`src/rtl/vga_scan_driver.sv`:
```
// VGA raster timing: scan counters, active-low syncs, blanking-forced colour, frame/refresh ticks.
// Optional macro SYNC_DELAY_EN adds a second sync/display stage and registers rgb.
module vga_scan_driver #(
    parameter int H_VISIBLE = 640,
    parameter int H_FRONT   = 16,
    parameter int H_SYNC    = 96,
    parameter int H_BACK    = 48,
    parameter int V_VISIBLE = 480,
    parameter int V_FRONT   = 10,
    parameter int V_SYNC    = 2,
    parameter int V_BACK    = 33,
    parameter int FRAME_DIV = 60
) (
    input  logic       clk,
    input  logic       reset,
    input  logic       pixel_bw,
    input  logic [5:0] fg_color,
    input  logic [5:0] bg_color,
    output logic [9:0] horiz_counter,
    output logic [9:0] vert_counter,
    output logic       hsync,
    output logic       vsync,
    output logic       display_on,
    output logic [5:0] rgb,
    output logic       frame_tick,
    output logic       refresh_tick
);

    localparam logic [9:0] H_LAST   = 10'(H_VISIBLE + H_FRONT + H_SYNC + H_BACK - 1);
    localparam logic [9:0] V_LAST   = 10'(V_VISIBLE + V_FRONT + V_SYNC + V_BACK - 1);
    localparam logic [9:0] H_VIS    = 10'(H_VISIBLE);
    localparam logic [9:0] V_VIS    = 10'(V_VISIBLE);
    localparam logic [9:0] HS_FIRST = 10'(H_VISIBLE + H_FRONT);
    localparam logic [9:0] HS_LAST  = 10'(H_VISIBLE + H_FRONT + H_SYNC - 1);
    localparam logic [9:0] VS_FIRST = 10'(V_VISIBLE + V_FRONT);
    localparam logic [9:0] VS_LAST  = 10'(V_VISIBLE + V_FRONT + V_SYNC - 1);
    localparam int         FW       = (FRAME_DIV > 1) ? $clog2(FRAME_DIV) : 1;
    localparam logic [FW-1:0] FD_LAST = FW'(FRAME_DIV - 1);

    logic [9:0]    h_q, h_d;
    logic [9:0]    v_q, v_d;
    logic          hsync_q, hsync_d;
    logic          vsync_q, vsync_d;
    logic          de_q, de_d;
    logic          ftick_q, ftick_d;
    logic          rtick_q, rtick_d;
    logic [FW-1:0] fcnt_q, fcnt_d;
    logic          h_wrap;

    // Sync/display terms are decoded from the current count and registered,
    // so they appear one clock after the count that produced them.
    always_comb begin
        h_wrap  = (h_q == H_LAST);
        h_d     = h_wrap ? 10'd0 : h_q + 10'd1;
        v_d     = v_q;
        if (h_wrap) begin
            v_d = (v_q == V_LAST) ? 10'd0 : v_q + 10'd1;
        end
        hsync_d = !((h_q >= HS_FIRST) && (h_q <= HS_LAST));
        vsync_d = !((v_q >= VS_FIRST) && (v_q <= VS_LAST));
        de_d    = (h_q < H_VIS) && (v_q < V_VIS);
        ftick_d = (h_q == 10'd0) && (v_q == V_VIS);
        fcnt_d  = fcnt_q;
        rtick_d = 1'b0;
        if (ftick_d) begin
            if (fcnt_q == FD_LAST) begin
                fcnt_d  = '0;
                rtick_d = 1'b1;
            end else begin
                fcnt_d = fcnt_q + 1'b1;
            end
        end
    end

    always_ff @(posedge clk or posedge reset) begin
        if (reset) begin
            h_q     <= 10'd0;
            v_q     <= 10'd0;
            hsync_q <= 1'b1;
            vsync_q <= 1'b1;
            de_q    <= 1'b0;
            ftick_q <= 1'b0;
            rtick_q <= 1'b0;
            fcnt_q  <= '0;
        end else begin
            h_q     <= h_d;
            v_q     <= v_d;
            hsync_q <= hsync_d;
            vsync_q <= vsync_d;
            de_q    <= de_d;
            ftick_q <= ftick_d;
            rtick_q <= rtick_d;
            fcnt_q  <= fcnt_d;
        end
    end

    assign horiz_counter = h_q;
    assign vert_counter  = v_q;
    assign frame_tick    = ftick_q;
    assign refresh_tick  = rtick_q;

`ifdef SYNC_DELAY_EN
    // Second stage for renderers that deliver the pixel two clocks late.
    logic       hsync2_q, vsync2_q, de2_q;
    logic [5:0] rgb_q, rgb_d;

    always_comb begin
        rgb_d = 6'b0;
        if (de_q) begin
            rgb_d = pixel_bw ? fg_color : bg_color;
        end
    end

    always_ff @(posedge clk or posedge reset) begin
        if (reset) begin
            hsync2_q <= 1'b1;
            vsync2_q <= 1'b1;
            de2_q    <= 1'b0;
            rgb_q    <= 6'b0;
        end else begin
            hsync2_q <= hsync_q;
            vsync2_q <= vsync_q;
            de2_q    <= de_q;
            rgb_q    <= rgb_d;
        end
    end

    assign hsync      = hsync2_q;
    assign vsync      = vsync2_q;
    assign display_on = de2_q;
    assign rgb        = rgb_q;
`else
    assign hsync      = hsync_q;
    assign vsync      = vsync_q;
    assign display_on = de_q;

    always_comb begin
        rgb = 6'b0;
        if (de_q) begin
            rgb = pixel_bw ? fg_color : bg_color;
        end
    end
`endif

endmodule

```
`config.mk`:
```
export PLATFORM = sky130hd
export DESIGN_NAME = vga_scan_driver
export DESIGN_NICKNAME = d
export VERILOG_FILES = /design/src/rtl/vga_scan_driver.sv
export SDC_FILE = /design/constraint.sdc
export NUM_CORES = 1
export LEC_CHECK = 0
export BUFFER_PORTS_ARGS = -buffer_cell sky130_fd_sc_hd__buf_2
export CORE_UTILIZATION = 52
export DETAILED_ROUTE_END_ITERATION = 7
export PLACE_DENSITY = 0.83
export SLEW_MARGIN = 20
export SYNTH_ARGS = -nofsm -noshare
export SYNTH_HDL_FRONTEND = slang
export SYNTH_SLANG_ARGS = --single-unit
```
`constraint.sdc`:
```
create_clock -name clk -period 2.9 [get_ports clk]
set_input_delay 0.145 -clock clk [delete_from_list [all_inputs] [get_ports clk]]
set_output_delay 0.145 -clock clk [all_outputs]
set_load 0.02 [all_outputs]
```
==> results of run 1 <==
synth_stat cells (4+ instances only):
cell / n
dfrtp_1: 29
ha_1: 6
inv_1: 6
mux2i_1: 6
nand2_1: 8
nand3_1: 12
nand4_1: 5
nor2_1: 17
nor2b_1: 6
nor4_1: 6
o21ai_0: 6
or4_1: 4
xnor2_1: 8
xor2_1: 5
layer usage:
| layer | share of wire [%] | wire length (um) | GRT usage [%] | vias up |
|---|---|---|---|---|
| li1 | - | - | - | 702 |
| met1 | 46 | 1620 | 32.1 | 659 |
| met2 | 47 | 1660 | 36.6 | 46 |
| met3 | 6.0 | 213 | 5.27 | 7 |
| met4 | 1.7 | 61 | 10.2 | 0 |
| met5 | 0 | 0 | 0 | - |
worst max-delay path, cell delays in order, from the launching register on:
cell and delay [ns]:
dfrtp_1 0.47, or3_1 0.51, or3_1 0.43, or4_1 0.53, a21oi_1 0.15
kinds of logic (layout without fill, tap and decap cells):
family,after synthesis,count (layout),share of synthesized area [%]
AOI/OAI and AO/OA,17,17,6.59
xor gates and xnor gates,13,13,6.82
adders and majority gates,6,6,4.49
buffers and inverters,11,60,3.15
DFF,31,31,46.6
muxes,9,9,5.62
and+or+nand+nor,80,80,26.7
per-stage QoR:
step / cell area [sq um] / utilization (%) / std cells
final: 1980 / 64.8 / 260
after global routing: 1980 / 64.8 / 260
after CTS: 1980 / 64.8 / 260
after detailed placement: 1920 / 62.9 / 251
after global placement: 1920 / 62.9 / 251
after floorplan: 1670 / - / 167
layout make-up:
type | count | area, sq um | share of cell area (%)
Multi-Input combinational cell | 125 | 840 | 42.4
Sequential cell | 31 | 778 | 39.3
Timing Repair Buffer | 46 | 235 | 11.9
Tap cell | 44 | 55.1 | 2.78
Clock buffer | 8 | 48.8 | 2.47
Inverter | 6 | 22.5 | 1.14
where the power goes:
group          internal [mW]  switching [mW]  leakage (nW)
clock network         0.0965           0.138        0.0265
logic                 0.0174          0.0262         0.543
registers              0.432               0         0.407
state kept, by name (all words and copies together) (netlist names):
signal,count
display_on,1
fcnt_q,6
frame_tick,1
horiz_counter,10
hsync,1
refresh_tick,1
vert_counter,10
vsync,1
path summary, 6_finish.rpt:
check | slack (ns) | endpoint | cells past startpoint | from
worst max-delay path | 0.75 | vert_counter[9]$_DFFE_PP0N_ | 4 | horiz_counter[5]$_DFF_PP0_
worst min-delay path | 0.43 | horiz_counter[9]$_DFF_PP0_ | 3 | reset
worst max register to register | 0.75 | vert_counter[9]$_DFFE_PP0N_ | 4 | horiz_counter[5]$_DFF_PP0_
worst min register to register | 0.53 | horiz_counter[0]$_DFF_PP0_ | 1 | horiz_counter[0]$_DFF_PP0_
max in group asynchronous | 2.05 | fcnt_q[3]$_DFFE_PP0P_ | 3 | reset
min in group clk | 0.53 | horiz_counter[0]$_DFF_PP0_ | 1 | horiz_counter[0]$_DFF_PP0_
==> flow_summary.json, run 1 <==
{
  "grt_pass1_vias": 1248,
  "synth.top_cell.area_share_pct": 43.4,
  "clkSinkCount": 31,
  "rsz0062_at_grt": "false",
  "clkLatencyLatePin_ns": 0.33,
  "timing.fmax_mhz": 464,
  "arrival_ns": 2.41,
  "htreeDepth": 2,
  "setup.worst_path.end_class": "flip-flop",
  "period_share_pct": 74.3,
  "fin_setup_tns_ns": 0,
  "fin_nets": 236,
  "clk_path_buf_depth": 2,
  "synthesis.area_sq_um": 1670,
  "crit_path_start_kind": "flip-flop",
  "cts-buffers-inserted": 5,
  "fillCellCount": 271,
  "gp_congestion": 0.831,
  "diodes": 0,
  "first_pass_iters": 4,
  "setup_viol": 0,
  "synthFlopType": "dfrtp_1",
  "fp-row-count": 20,
  "async_reset_ff_share_pct": 100,
  "crit_fanout": 9,
  "status": "complete, no violations",
  "via_count": 1414,
  "final_cell_mix": "buf_2 (45), dfrtp_1 (29), nor2_1 (17)",
  "grt_overflow": 0,
  "syn-num-nets": 188,
  "viasPerCell": 5.44,
  "dr.first_iter.drc_count": 25,
  "synth_edf_count": 0,
  "place_hpwl_mm": 2.63,
  "routed_wl_mm": 3.56,
  "cts_tree": "built",
  "ir_worst_vdd_uv": 298,
  "leakage_nw": 0.976,
  "io_buffers": 45,
  "ys_warn_count": 0,
  "worst_slack_ns": 0.746,
  "hold_violations": 0,
  "initial_core_util_pct": 54.7,
  "die-width_um": 58.7,
  "slew_headroom_pct": 51.8,
  "power_mw": 0.710,
  "seq_area_frac_synth_pct": 46.6,
  "ant_nets": 0,
  "grt_max_degree": 32,
  "post_synth.cell_area_avg_sq_um": 10.0,
  "ys_types": 36,
  "cts_resized": 0,
  "netlist_instances": 167,
  "fp.dieArea_sq_um": 3440,
  "fp.coreArea_sq_um": 3050,
  "synthTopCellsByArea": "dfrtp_1 (43%), ha_1 (4.5%), xnor2_1 (4.2%)",
  "post_cts_buffers": 0,
  "antenna_found_initial": 0,
  "drive_above_1_share_pct": 28.2,
  "syn_to_final_growth_pct": 18.5,
  "min_period_ns": 2.15,
  "crit_type": "flip-flop to flip-flop",
  "power_density_nw_per_um2": 359,
  "cap_violations": 0,
  "cts-root-buf": "clkbuf_4",
  "ys_ff_latch": 31,
  "worst-endpoint-required_ns": 3.16,
  "die_y_um": 58.7,
  "post_drt_wl_per_cell_um": 13.7,
  "hold_slack_ns": 0.431,
  "place_ws_ns": 0.805,
  "postCtsHoldBufs": 1,
  "finClkSkew_ns": 0.0124,
  "layout_commonest_cell": "buf_2",
  "worstMarginPinSlew_ns": 0.716,
  "drc": 0,
  "track_usage_pct": 23.6,
  "hp-class": "input port to asynchronous set/reset pin",
  "path_clk_slew_ns": 0.09,
  "boundaryPins": 46,
  "grt_pass1_wl_mm": 5.95,
  "yosys.area.top_type": "dfrtp_1",
  "slew_viol_final": 0
}
(Power assumes the default switching activity.)
==> run 2: changes to the inputs <==
--- a/config.mk
+++ b/config.mk
@@ -6,9 +6,9 @@
 export NUM_CORES = 1
 export LEC_CHECK = 0
 export BUFFER_PORTS_ARGS = -buffer_cell sky130_fd_sc_hd__buf_2
-export CORE_UTILIZATION = 52
+export CORE_UTILIZATION = 47
 export DETAILED_ROUTE_END_ITERATION = 7
-export PLACE_DENSITY = 0.83
+export PLACE_DENSITY = 0.8
 export SLEW_MARGIN = 20
 export SYNTH_ARGS = -nofsm -noshare
 export SYNTH_HDL_FRONTEND = slang
==> constraint.sdc (replaced) <==
create_clock -name clk -period 1.91 [get_ports clk]
set_input_delay 0.0955 -clock clk [delete_from_list [all_inputs] [get_ports clk]]
set_output_delay 0.0955 -clock clk [all_outputs]
set_load 0.02 [all_outputs]
==> flow_summary.json, run 2 (synthesis gave the netlist of run 1 again) <==
{
  "setup.worst_path.end_class": "flip-flop",
  "internal_power_mw": 0.900,
  "die_y_um": 61.6,
  "first_pass_iters": 4,
  "hold_violations": 0,
  "combPwrFrac_pct": 5.8,
  "cts-buffers-inserted": 5,
  "crit_path_start": "horiz_counter[6]$_DFF_PP0_",
  "gp_congestion": 0.843,
  "antenna_found_initial": 0,
  "slowest_delay_ns": 0.49,
  "diodes": 0,
  "timing.fmax_mhz": 544,
  "grt_pass1_vias": 1372,
  "timing.rr.end": "vert_counter[9]$_DFFE_PP0N_",
  "initial_core_util_pct": 49.7,
  "rr_startpoint": "horiz_counter[6]$_DFF_PP0_",
  "fillCellCount": 293,
  "drive_above_1_share_pct": 40.3,
  "place_hpwl_mm": 2.83,
  "stdcell_area_sq_um": 2220,
  "layout_commonest_cell": "buf_2",
  "cap_violations": 0,
  "rr_worst_depth": 4,
  "p_sw_mw": 0.270,
  "placed_area_sq_um": 2080,
  "post_drt_wl_per_cell_um": 13.8,
  "ir_worst_vdd_uv": 365,
  "worst-endpoint-required_ns": 2.18,
  "fp.dieArea_sq_um": 3800,
  "crit_type": "flip-flop to flip-flop",
  "leakage_nw": 1.09,
  "worstMarginPinSlew_ns": 0.412,
  "htreeDepth": 2,
  "crit_path_start_kind": "flip-flop",
  "swShare_pct": 23.0,
  "hold_slack_ns": 0.370,
  "drc": 0,
  "power_density_nw_per_um2": 527,
  "fp.coreArea_sq_um": 3360,
  "syn_to_final_growth_pct": 32.9,
  "finClkSkew_ns": 0.00456,
  "slew_headroom_pct": 72.2,
  "clkSinkCount": 31,
  "grt_pass1_wl_mm": 6.22,
  "power_frac_clock_pct": 38.1,
  "status": "complete, no violations",
  "cp_cell_sequence": "or3_1 -> or3_4 -> or4_1 -> a21oi_2",
  "final_cell_mix": "buf_2 (45), dfrtp_1 (26), buf_4 (20)",
  "cts_tree": "built",
  "seq_power_share_pct": 56.1,
  "fp-row-count": 21,
  "io_buffers": 45,
  "fin_nets": 256,
  "boundaryPins": 46,
  "clk_path_buf_depth": 2,
  "path_clk_slew_ns": 0.10,
  "hp-class": "input port to asynchronous set/reset pin",
  "grt_overflow": 0,
  "ant_nets": 0,
  "cts-root-buf": "clkbuf_4",
  "ff2ff_setup_slack_ns": 0.07,
  "track_usage_pct": 23.0,
  "min_period_ns": 1.84,
  "slew_viol_final": 0,
  "critPathSlowestCell": "or4_1",
  "die-width_um": 61.6,
  "dr.first_iter.drc_count": 38,
  "period_share_pct": 96.3,
  "crit_fanout": 2,
  "routed_wl_mm": 3.89,
  "setup_viol": 0,
  "arrival_ns": 2.11,
  "clkLatencyLatePin_ns": 0.33,
  "endpoint": "vert_counter[9]$_DFFE_PP0N_",
  "viasPerCell": 5.41,
  "grt_max_degree": 32,
  "via_count": 1525
}
## run 2: worst min path at each step
stage                     cells after the start                         end  slack, ns
after floorplan                               1        display_on$_DFF_PP0_       0.20
after global placement                        3      refresh_tick$_DFF_PP0_       0.19
after detailed placement                      3      refresh_tick$_DFF_PP0_       0.19
after CTS                                     4       fcnt_q[0]$_DFFE_PP0P_       0.36
after global routing                          4  horiz_counter[3]$_DFF_PP0_       0.41
final                                         4       fcnt_q[5]$_DFFE_PP0P_       0.37
## run 2: power by group through the flow
stage                     combinational, mW  clock [mW]  sequential [mW]
after floorplan                      0.0382           0            0.669
after global placement               0.0658           0            0.669
after detailed placement             0.0677           0            0.669
after CTS                            0.0694       0.465            0.656
after global routing                 0.0763       0.490            0.656
final                                0.0675       0.446            0.656
## run 2: final cells by class
class                   instances  area (sq um)  area share [%]
repair buffers                 66           385            17.4
clock buffers                   8          68.8            3.10
flip-flops and latches         31           782            35.2
inverters                       6          22.5            1.01
multi-input cells             125           903            40.7
well taps                      46          57.6            2.59
## run 2: through the flow
step / setup slack [ns] / power [mW] / setup TNS, ns / util (%) / std cells
detailed placement: -0.0807 / 0.736 / -0.158 / 61.7 / 273
floorplan: -0.217 / 0.707 / -0.223 / - / 167
global route: -0.00815 / 1.22 / -0.0138 / 66.0 / 282
finish: 0.0708 / 1.17 / 0 / 66.0 / 282
CTS: 0.0402 / 1.19 / 0 / 64.2 / 282
global placement: -0.0797 / 0.735 / -0.157 / 61.7 / 273
## run 2: layer usage
layer	global-route usage, %	part of all wire (%)
met1	29.6	45
met3	6.30	6.0
met5	0	0
met2	37.2	48
met4	8.25	1.4
## run 2: timing repair
item | 4_1_cts | 5_1_grt
pin swaps | 0 | 0
gates cloned | 0 | 0
buffers inserted | 0 | 0
hold buffers | 1 | 0
endpoints found under the setup margin | 3 | 10
gates resized for setup | 1 | 13
hold endpoints to repair | 29 | 0
## run 2: critical path: cells and delay by family, from the launching register on
family          cells  cell delay (ns)
flops               1             0.41
simple gates        3             1.26
compound gates      1             0.12
